### src/rtl/sha1_pkg.sv
// Shared SHA-1 constants, schedule FSM encoding and word helpers.
// Used by the message scheduler and the compression round engine.
package sha1_pkg;

    localparam int SHA1_WORD_W    = 32;
    localparam int SHA1_BLK_WORDS = 16;
    localparam int SHA1_ROUNDS    = 80;

    typedef enum logic {
        IDLE = 1'b0,
        EMIT = 1'b1
    } sched_state_e;

    function automatic logic [SHA1_WORD_W-1:0] rotl1(input logic [SHA1_WORD_W-1:0] x);
        return {x[SHA1_WORD_W-2:0], x[SHA1_WORD_W-1]};
    endfunction

endpackage

### src/rtl/sha1_w_expand_comb.sv
// Combinational schedule expansion: from the 16-word window W[t..t+15]
// produce the next WPC words W[t+16..t+16+WPC-1].
module sha1_w_expand_comb
    import sha1_pkg::*;
#(
    parameter int WORD_W = SHA1_WORD_W,
    parameter int WPC    = 1
) (
    input  logic [SHA1_BLK_WORDS*WORD_W-1:0] window,
    input  logic                             mode,
    output logic [WPC*WORD_W-1:0]            new_words
);

    logic [WORD_W-1:0] ext [0:SHA1_BLK_WORDS+WPC-1];
    logic [WORD_W-1:0] x   [0:WPC-1];

    // ext[0] is the oldest word (window MSBs); ext[16+j] are the fresh words,
    // so a tap beyond the window naturally chains to an earlier fresh word.
    always_comb begin
        for (int i = 0; i < SHA1_BLK_WORDS + WPC; i++) begin
            ext[i] = '0;
        end
        for (int j = 0; j < WPC; j++) begin
            x[j] = '0;
        end
        new_words = '0;
        for (int i = 0; i < SHA1_BLK_WORDS; i++) begin
            ext[i] = window[(SHA1_BLK_WORDS-1-i)*WORD_W +: WORD_W];
        end
        for (int j = 0; j < WPC; j++) begin
            x[j] = ext[13+j] ^ ext[8+j] ^ ext[2+j] ^ ext[j];
            ext[SHA1_BLK_WORDS+j] = mode ? x[j] : {x[j][WORD_W-2:0], x[j][WORD_W-1]};
        end
        for (int j = 0; j < WPC; j++) begin
            new_words[(WPC-1-j)*WORD_W +: WORD_W] = ext[SHA1_BLK_WORDS+j];
        end
    end

endmodule

### src/rtl/sha1_msg_sched_stream.sv
// Streaming SHA-1/SHA-0 message scheduler: takes one 512-bit block and
// emits W[0..ROUNDS-1], WPC words per beat, with round index and last flag.
module sha1_msg_sched_stream
    import sha1_pkg::*;
#(
    parameter int WORD_W = SHA1_WORD_W,
    parameter int WPC    = 1,
    parameter int ROUNDS = SHA1_ROUNDS,
    parameter int IDX_W  = 7
) (
    input  logic                             clk,
    input  logic                             rst_n,
    input  logic                             flush,
    input  logic                             blk_valid,
    output logic                             blk_ready,
    input  logic [SHA1_BLK_WORDS*WORD_W-1:0] blk_data,
    input  logic                             blk_sha0,
    output logic                             w_valid,
    input  logic                             w_ready,
    output logic [WPC*WORD_W-1:0]            w_data,
    output logic [IDX_W-1:0]                 w_idx,
    output logic                             w_last,
    output logic                             fsm_state
);

    localparam int WIN_W  = SHA1_BLK_WORDS * WORD_W;
    localparam int BEAT_W = WPC * WORD_W;
    localparam logic [IDX_W-1:0] IDX_STEP = IDX_W'(WPC);
    localparam logic [IDX_W-1:0] IDX_LAST = IDX_W'(ROUNDS - WPC);

    if (!(WPC == 1 || WPC == 2 || WPC == 4) || (ROUNDS % WPC) != 0
        || ROUNDS < SHA1_BLK_WORDS || (1 << IDX_W) < ROUNDS) begin : g_bad_params
        $error("sha1_msg_sched_stream: illegal WPC/ROUNDS/IDX_W combination");
    end

    // Handshakes: a transfer happens on a rising edge where valid and ready
    // are both high. w_valid never depends on w_ready; blk_ready does, so a
    // new block can be taken in the same cycle the last beat leaves.
    sched_state_e         state;
    logic [WIN_W-1:0]     window;
    logic                 mode;
    logic [BEAT_W-1:0]    new_words;
    logic                 beat;
    logic                 accept;

    assign beat      = w_valid & w_ready;
    assign blk_ready = ~flush & ((state == IDLE) | (beat & w_last));
    assign accept    = blk_valid & blk_ready;
    assign w_data    = window[WIN_W-1 -: BEAT_W];
    assign fsm_state = state;

    sha1_w_expand_comb #(
        .WORD_W (WORD_W),
        .WPC    (WPC)
    ) u_expand (
        .window    (window),
        .mode      (mode),
        .new_words (new_words)
    );

    always_ff @(posedge clk or negedge rst_n) begin
        if (!rst_n) begin
            state   <= IDLE;
            w_valid <= 1'b0;
            w_idx   <= '0;
            w_last  <= 1'b0;
            window  <= '0;
            mode    <= 1'b0;
        end else if (flush) begin
            state   <= IDLE;
            w_valid <= 1'b0;
            w_idx   <= '0;
            w_last  <= 1'b0;
        end else if (accept) begin
            state   <= EMIT;
            w_valid <= 1'b1;
            window  <= blk_data;
            mode    <= blk_sha0;
            w_idx   <= '0;
            w_last  <= (IDX_LAST == '0);
        end else if (beat) begin
            if (w_last) begin
                state   <= IDLE;
                w_valid <= 1'b0;
            end else begin
                window <= {window[WIN_W-BEAT_W-1:0], new_words};
                w_idx  <= w_idx + IDX_STEP;
                w_last <= ((w_idx + IDX_STEP) == IDX_LAST);
            end
        end
    end

endmodule

### config.mk
export PLATFORM = sky130hd
export DESIGN_NAME = sha1_msg_sched_stream
export DESIGN_NICKNAME = d
export VERILOG_FILES = /design/src/rtl/sha1_pkg.sv /design/src/rtl/sha1_w_expand_comb.sv /design/src/rtl/sha1_msg_sched_stream.sv
export SDC_FILE = /design/constraint.sdc
export NUM_CORES = 1
export LEC_CHECK = 0
export BUFFER_PORTS_ARGS = -buffer_cell sky130_fd_sc_hd__buf_2
export CAP_MARGIN = 20
export CORE_MARGIN = 2
export CORE_UTILIZATION = 40
export DETAILED_ROUTE_END_ITERATION = 7
export PLACE_DENSITY_LB_ADDON = 0.15
export REMOVE_ABC_BUFFERS = 1
export SKIP_CTS_REPAIR_TIMING = 1
export SLEW_MARGIN = 10
export SYNTH_ARGS = -nofsm -noshare
export SYNTH_HDL_FRONTEND = slang
export SYNTH_SLANG_ARGS = --single-unit
### constraint.sdc
create_clock -name clk -period 5.2 [get_ports clk]
set_input_delay 0.52 -clock clk [delete_from_list [all_inputs] [get_ports clk]]
set_output_delay 0.52 -clock clk [all_outputs]
set_load 0.01 [all_outputs]
# == After elaboration in Yosys (flattened, before gate mapping) ==
# Cells that the tools add are included.
# word_totals
in_bits,518
ff_bits,522
elab_cells,42
# op_classes
mux,16
n_eq_ne,3
n_addsub,1
bitwise_logic,10
reduce_logical,7
# op_table
op,n
$mux 512,3
$xor 32x32->32,3
$mux 32,1
$mux 7,4
$mux 1,8
$add 7x1->7 const B,1
$eq 7x7->1 const B,1
$reduce_and 2->1,3
$reduce_bool 3->1,2
$and 1x1->1,4
$ne 3x2->1 const B,1
$reduce_and 3->1,1
$ne 2x1->1 const B,1
$not 1->1,2
$reduce_bool 2->1,1
$or 1x1->1,1

# == Depth between registers and ports, before layout ==
# logic_depth
depth_word,7
depth_mapped,8
mapped_depth_nobuf,5

# == By module ==
# A second synthesis with hierarchy kept.
# unflattened
hier_cells,2448
hier_area_um2,25429.4
# modules_own_cells
module,seq_area_each_um2,area_per_inst_um2,cells_per_inst,instances
sha1_msg_sched_stream,13062.5,24229.5,2316,1
sha1_w_expand_comb,0.0,1199.9,132,1

# == Worst setup path after synthesis ==
# OpenSTA, ideal clock, no wires.
# synth_timing
path_type,in2reg
start,input port flush
end,register window[10]
setup_slack_ns,3.359
t_required_ns,5.068
t_arrival_ns,1.709
path_buffers,4
setup_ns,0.132
stages,7
cell_sequence,buf_4 > or3_1 > buf_4 > buf_6 > buf_2 > mux2i_1 > o21ai_1
# synth_between
elab_chain_cells,5
word_cells_on_any_way,7
cone_classes,1 x eq/ne; 1 x mux; 3 x bitwise; 2 x reduce/logical
# synth_rtl
element,line,rtl
from (decl),sha1_msg_sched_stream.sv:13,"input logic flush,"
$not 1->1 (no source line) *,-,
$and 1x1->1,sha1_msg_sched_stream.sv:47,assign blk_ready = ~flush & ((state == IDLE) | (beat & w_last));
$and 1x1->1,sha1_msg_sched_stream.sv:48,assign accept = blk_valid & blk_ready;
$ne 2x1->1 (no source line) / $reduce_bool 2->1 (equally long branches),-,
$reduce_and 3->1 (no source line),-,
to (signal assigned),sha1_msg_sched_stream.sv:77,window <= blk_data;
to (signal assigned),sha1_msg_sched_stream.sv:86,"window <= {window[WIN_W-BEAT_W-1:0], new_words};"
to (decl),sha1_msg_sched_stream.sv:40,logic [WIN_W-1:0] window;
# Every way passes the cells marked *; elsewhere a longest branch is shown, timed or not.
# A chain may end at the register's enable or synchronous reset.

# == Worst setup path in the final report ==
# layout_timing
start,register state (netlist: fsm_state)
end,register window[0]
# layout_between
elab_chain_cells,7
word_cells_on_any_way,10
cone_classes,1 x eq/ne; 1 x mux; 6 x bitwise; 2 x reduce/logical
# layout_rtl
element,line,rtl
from (decl),sha1_msg_sched_stream.sv:39,sched_state_e state;
from (signal assigned),sha1_msg_sched_stream.sv:63,state <= IDLE;
from (signal assigned),sha1_msg_sched_stream.sv:70,state <= IDLE;
from (signal assigned),sha1_msg_sched_stream.sv:75,state <= EMIT;
$and 1x1->1 (2 in series),-,
$or 1x1->1,sha1_msg_sched_stream.sv:47,
$and 1x1->1,sha1_msg_sched_stream.sv:47,
$and 1x1->1,sha1_msg_sched_stream.sv:48,
$ne 2x1->1 (no source line) / $reduce_bool 2->1 (equally long branches),-,
$reduce_and 3->1 (no source line),-,
# Several ways; a longest one is shown, not always the timed one.

==> metrics.md <==
| Metric | Value |
|---|---|
| Root Buffer Master | `clkbuf_16` |
| Final period util | `a little over half` |
| Most common cell after layout, fill and taps aside | `nand2_1` |
| Max incr delay on CP | `a little under 800 ps` |
| Max_slew headroom | `roughly two fifths` |
| Placeable core region | `a little over 60,000 um2` |
| Critical path endpoint category | `register` |
| Initial Util | `between 40% and 50%` |
| Critical path data arrival time | `3190 ps` |
| Number of fill cells in the layout | `between 6,000 and 7,000` |
| Worst Hold Class | `primary input to register` |
| RSZ-0062 raised after global routing | `false` |
| Synthesized area | `approximately 25,000 um2` |
| #FFs+latches synth | `522` |
| Routed len/inst | `18.2 um` |
| Yosys cell types | `37` |
| Worst-path cell chain | `a21boi_1 -> or3_4 -> buf_4 -> mux2i_1 -> o21ai_1` |
| Seq/Total Area, Yosys | `52.4%` |
| Top cells by area, synth | `dfrtp_1 52%, nand2_1 15%, a31oi_1 11%` |
| Critical Path RT | `between 5000 and 6000 ps` |
| Pleak | `14.3 nW` |
| Synthesis Warnings | `0` |
| Via count | `22,400` |
| Residual DRC | `0` |
| Worst-case clock buffer depth | `3` |
| Initial antenna violation count | `50` |
| Total gr overflow | `0` |
| Antenna-violating nets left | `0` |
| Setup crit end | `window[0]` |
| Layout Utilization | `48.5%` |
| Leading area contributor after synthesis | `dfrtp_1` |
| Worst Max-Slew Pin Slew | `~900 ps` |
| Routed Wire Length | `77,700 um` |
| Hold Fails Final Rpt | `0` |
| # setup viols final | `0` |
| Row count | `approximately 90` |
| Most frequent cells in the layout | `966 x nand2_1, 559 x buf_2, 521 x dfrtp_1` |
| Placed cells | `roughly 4,100` |
| Reg2reg setup slack | `roughly 2500 ps` |
| IO buf count | `between 500 and 600` |
| CP Depth | `5` |
| Kind of critical path | `register to register` |
| Post-Route Skew | `roughly 13 ps` |
| Share of the synthesized area in the top cell type | `between 50% and 60%` |
| Worst R2R End | `window[0]` |
| Power Density | `between 300 and 400 nW/um2` |
| Die width | `~250 um` |
| Mapped Cells | `2,962` |
| Clock latency at the later pin of the worst-skew pair | `610 ps` |
| Tmin final | `about 2700 ps` |
| R2R Path Start | `fsm_state` |
| Max capacitance violation total | `0` |
| Reg2Reg Depth | `5` |
| First DRT Iteration DRCs | `roughly 2,100` |
| CTS tree | `built` |
| Detailed placement HPWL | `51,500 um` |
| Die footprint | `approximately 64,000 um2` |
| Status | `completed` |
| Max Slew Vio Count | `0` |
| Pin count of the biggest net entering global routing | `157` |
| Critical path fanouts, max | `around 60` |
| VDD IR max | `between 0.2 and 0.25 mV` |
| Routability cong. | `slightly below 0.9` |
| Final hold slack | `141 ps` |
| Pwr Total | `12.0 mW` |
| Startpoint types | `register` |
| Clock-pin slew of the registers on the worst-case setup and hold paths | `60 ps` |
| Clock buffer count from CTS | `slightly below 60` |
| Area growth syn-to-layout | `20.1%` |
| Syn Area/Cell | `~8.4 um2` |
| Fin cells | `between 4,000 and 5,000` |
| Vias in the first global route | `~21,000` |
| Family with the most delay on the worst path | `simple AND/OR/NAND/NOR gates` |
| Critical path buffer and inverter count | `1` |
| CP startpoint | `fsm_state` |
| Vias per cell | `5.26` |
| Drt first pass iters | `5` |
| Layout net count | `3,875` |
| Chip height | `between 200 and 300 um` |
| Total track usage | `a little under a quarter` |
| Htree depth | `2` |
| Boundary Pins | `561` |
| Clk sinks | `approximately 520` |
| CP max-delay cell | `or3_4` |
| Max frequency | `approximately 0.37 GHz` |
| Layout cells sized above 1 | `between 20% and 30%` |
| Global-route wire length before repair | `about 120,000 um` |
flip-flops by register name, summed over array words and instances (netlist names):
name and count:
mode 1, w_idx 7, fsm_state 1, w_last 1, window 512
through the flow:
| step | instance area (um2) | worst slack [ps] | TNS (ps) |
|---|---|---|---|
| after floorplan | 23600 | -11940 | -5862740 |
| after global placement | 28000 | 2380 | 0 |
| after detailed placement | 28000 | 2340 | 0 |
| after CTS | 29900 | 2490 | 0 |
| after global routing | 29900 | 2250 | 0 |
| final | 30000 | 2460 | 0 |
worst register-to-register path: stages, from the launching register on:
cell and delay [ps]:
dfrtp_1 460, a21boi_1 430, or3_4 770, buf_4 610
mux2i_1 250, o21ai_1 80
worst min-delay path by stage:
stage / to / cells after the start / start
2_1_floorplan: fsm_state / 0 / rst_n
3_3_place_gp: window[458] / 2 / window[458]
3_5_place_dp: window[465] / 2 / window[465]
4_1_cts: window[175] / 1 / rst_n
5_1_grt: window[451] / 3 / blk_data[451]
6_report: window[1] / 3 / blk_data[1]
routing by layer:
layer | part of all wire, % | vias to the layer above | track usage [%]
li1 | - | 10700 | -
met1 | 43 | 10900 | 32.1
met2 | 47 | 641 | 36.6
met3 | 6.3 | 159 | 4.81
met4 | 3.3 | 40 | 9.65
met5 | 0.34 | - | 0
synth_stat cells:
cell,count
a21boi_1,1
a21oi_1,4
a22o_1,1
a22oi_1,30
a311oi_1,1
a31oi_1,452
a32oi_1,1
and2_0,1
and2_1,34
buf_1,16
buf_2,117
buf_4,39
buf_6,2
clkbuf_1,89
dfrtp_1,522
ha_1,2
inv_1,6
mux2i_1,67
nand2_1,966
nand3_1,5
nand4_1,2
nand4bb_1,2
nor2_1,455
nor2b_1,1
nor3_1,2
nor3_2,1
nor4bb_1,1
o211ai_1,1
o21ai_0,4
o21ai_1,32
o22ai_1,1
o2bb2ai_1,1
o31a_1,1
o31ai_1,1
or3_1,2
xnor2_1,67
xor2_1,32
kinds of logic after synthesis:
logic type | share of synthesized area, %
and+or+nand+nor | 22.7
AOI/OAI and AO/OA | 13.3
DFF | 52.4
buffers and inverters | 5.28
xor gates and xnor gates | 3.48
muxes | 2.69
adders and majority gates | 0.100
final cells by class:
cell class	instances	area, um2	share of cell area (%)
clock buffers	91	1810	6.04
multi-input cells	2171	10600	35.3
diodes	32	80.1	0.267
flip-flops and latches	522	13100	43.6
inverters	6	22.5	0.0752
repair buffers	595	3280	10.9
well taps	837	1050	3.50
clock inverters	12	62.6	0.209
where the power goes:
part	internal, mW	switching [mW]
Sequential	4.91	0.584
Combinational	1.11	1.32
Clock	2.36	1.69
Total	8.39	3.59
No activity file was read; power rests on OpenSTA's default activity.
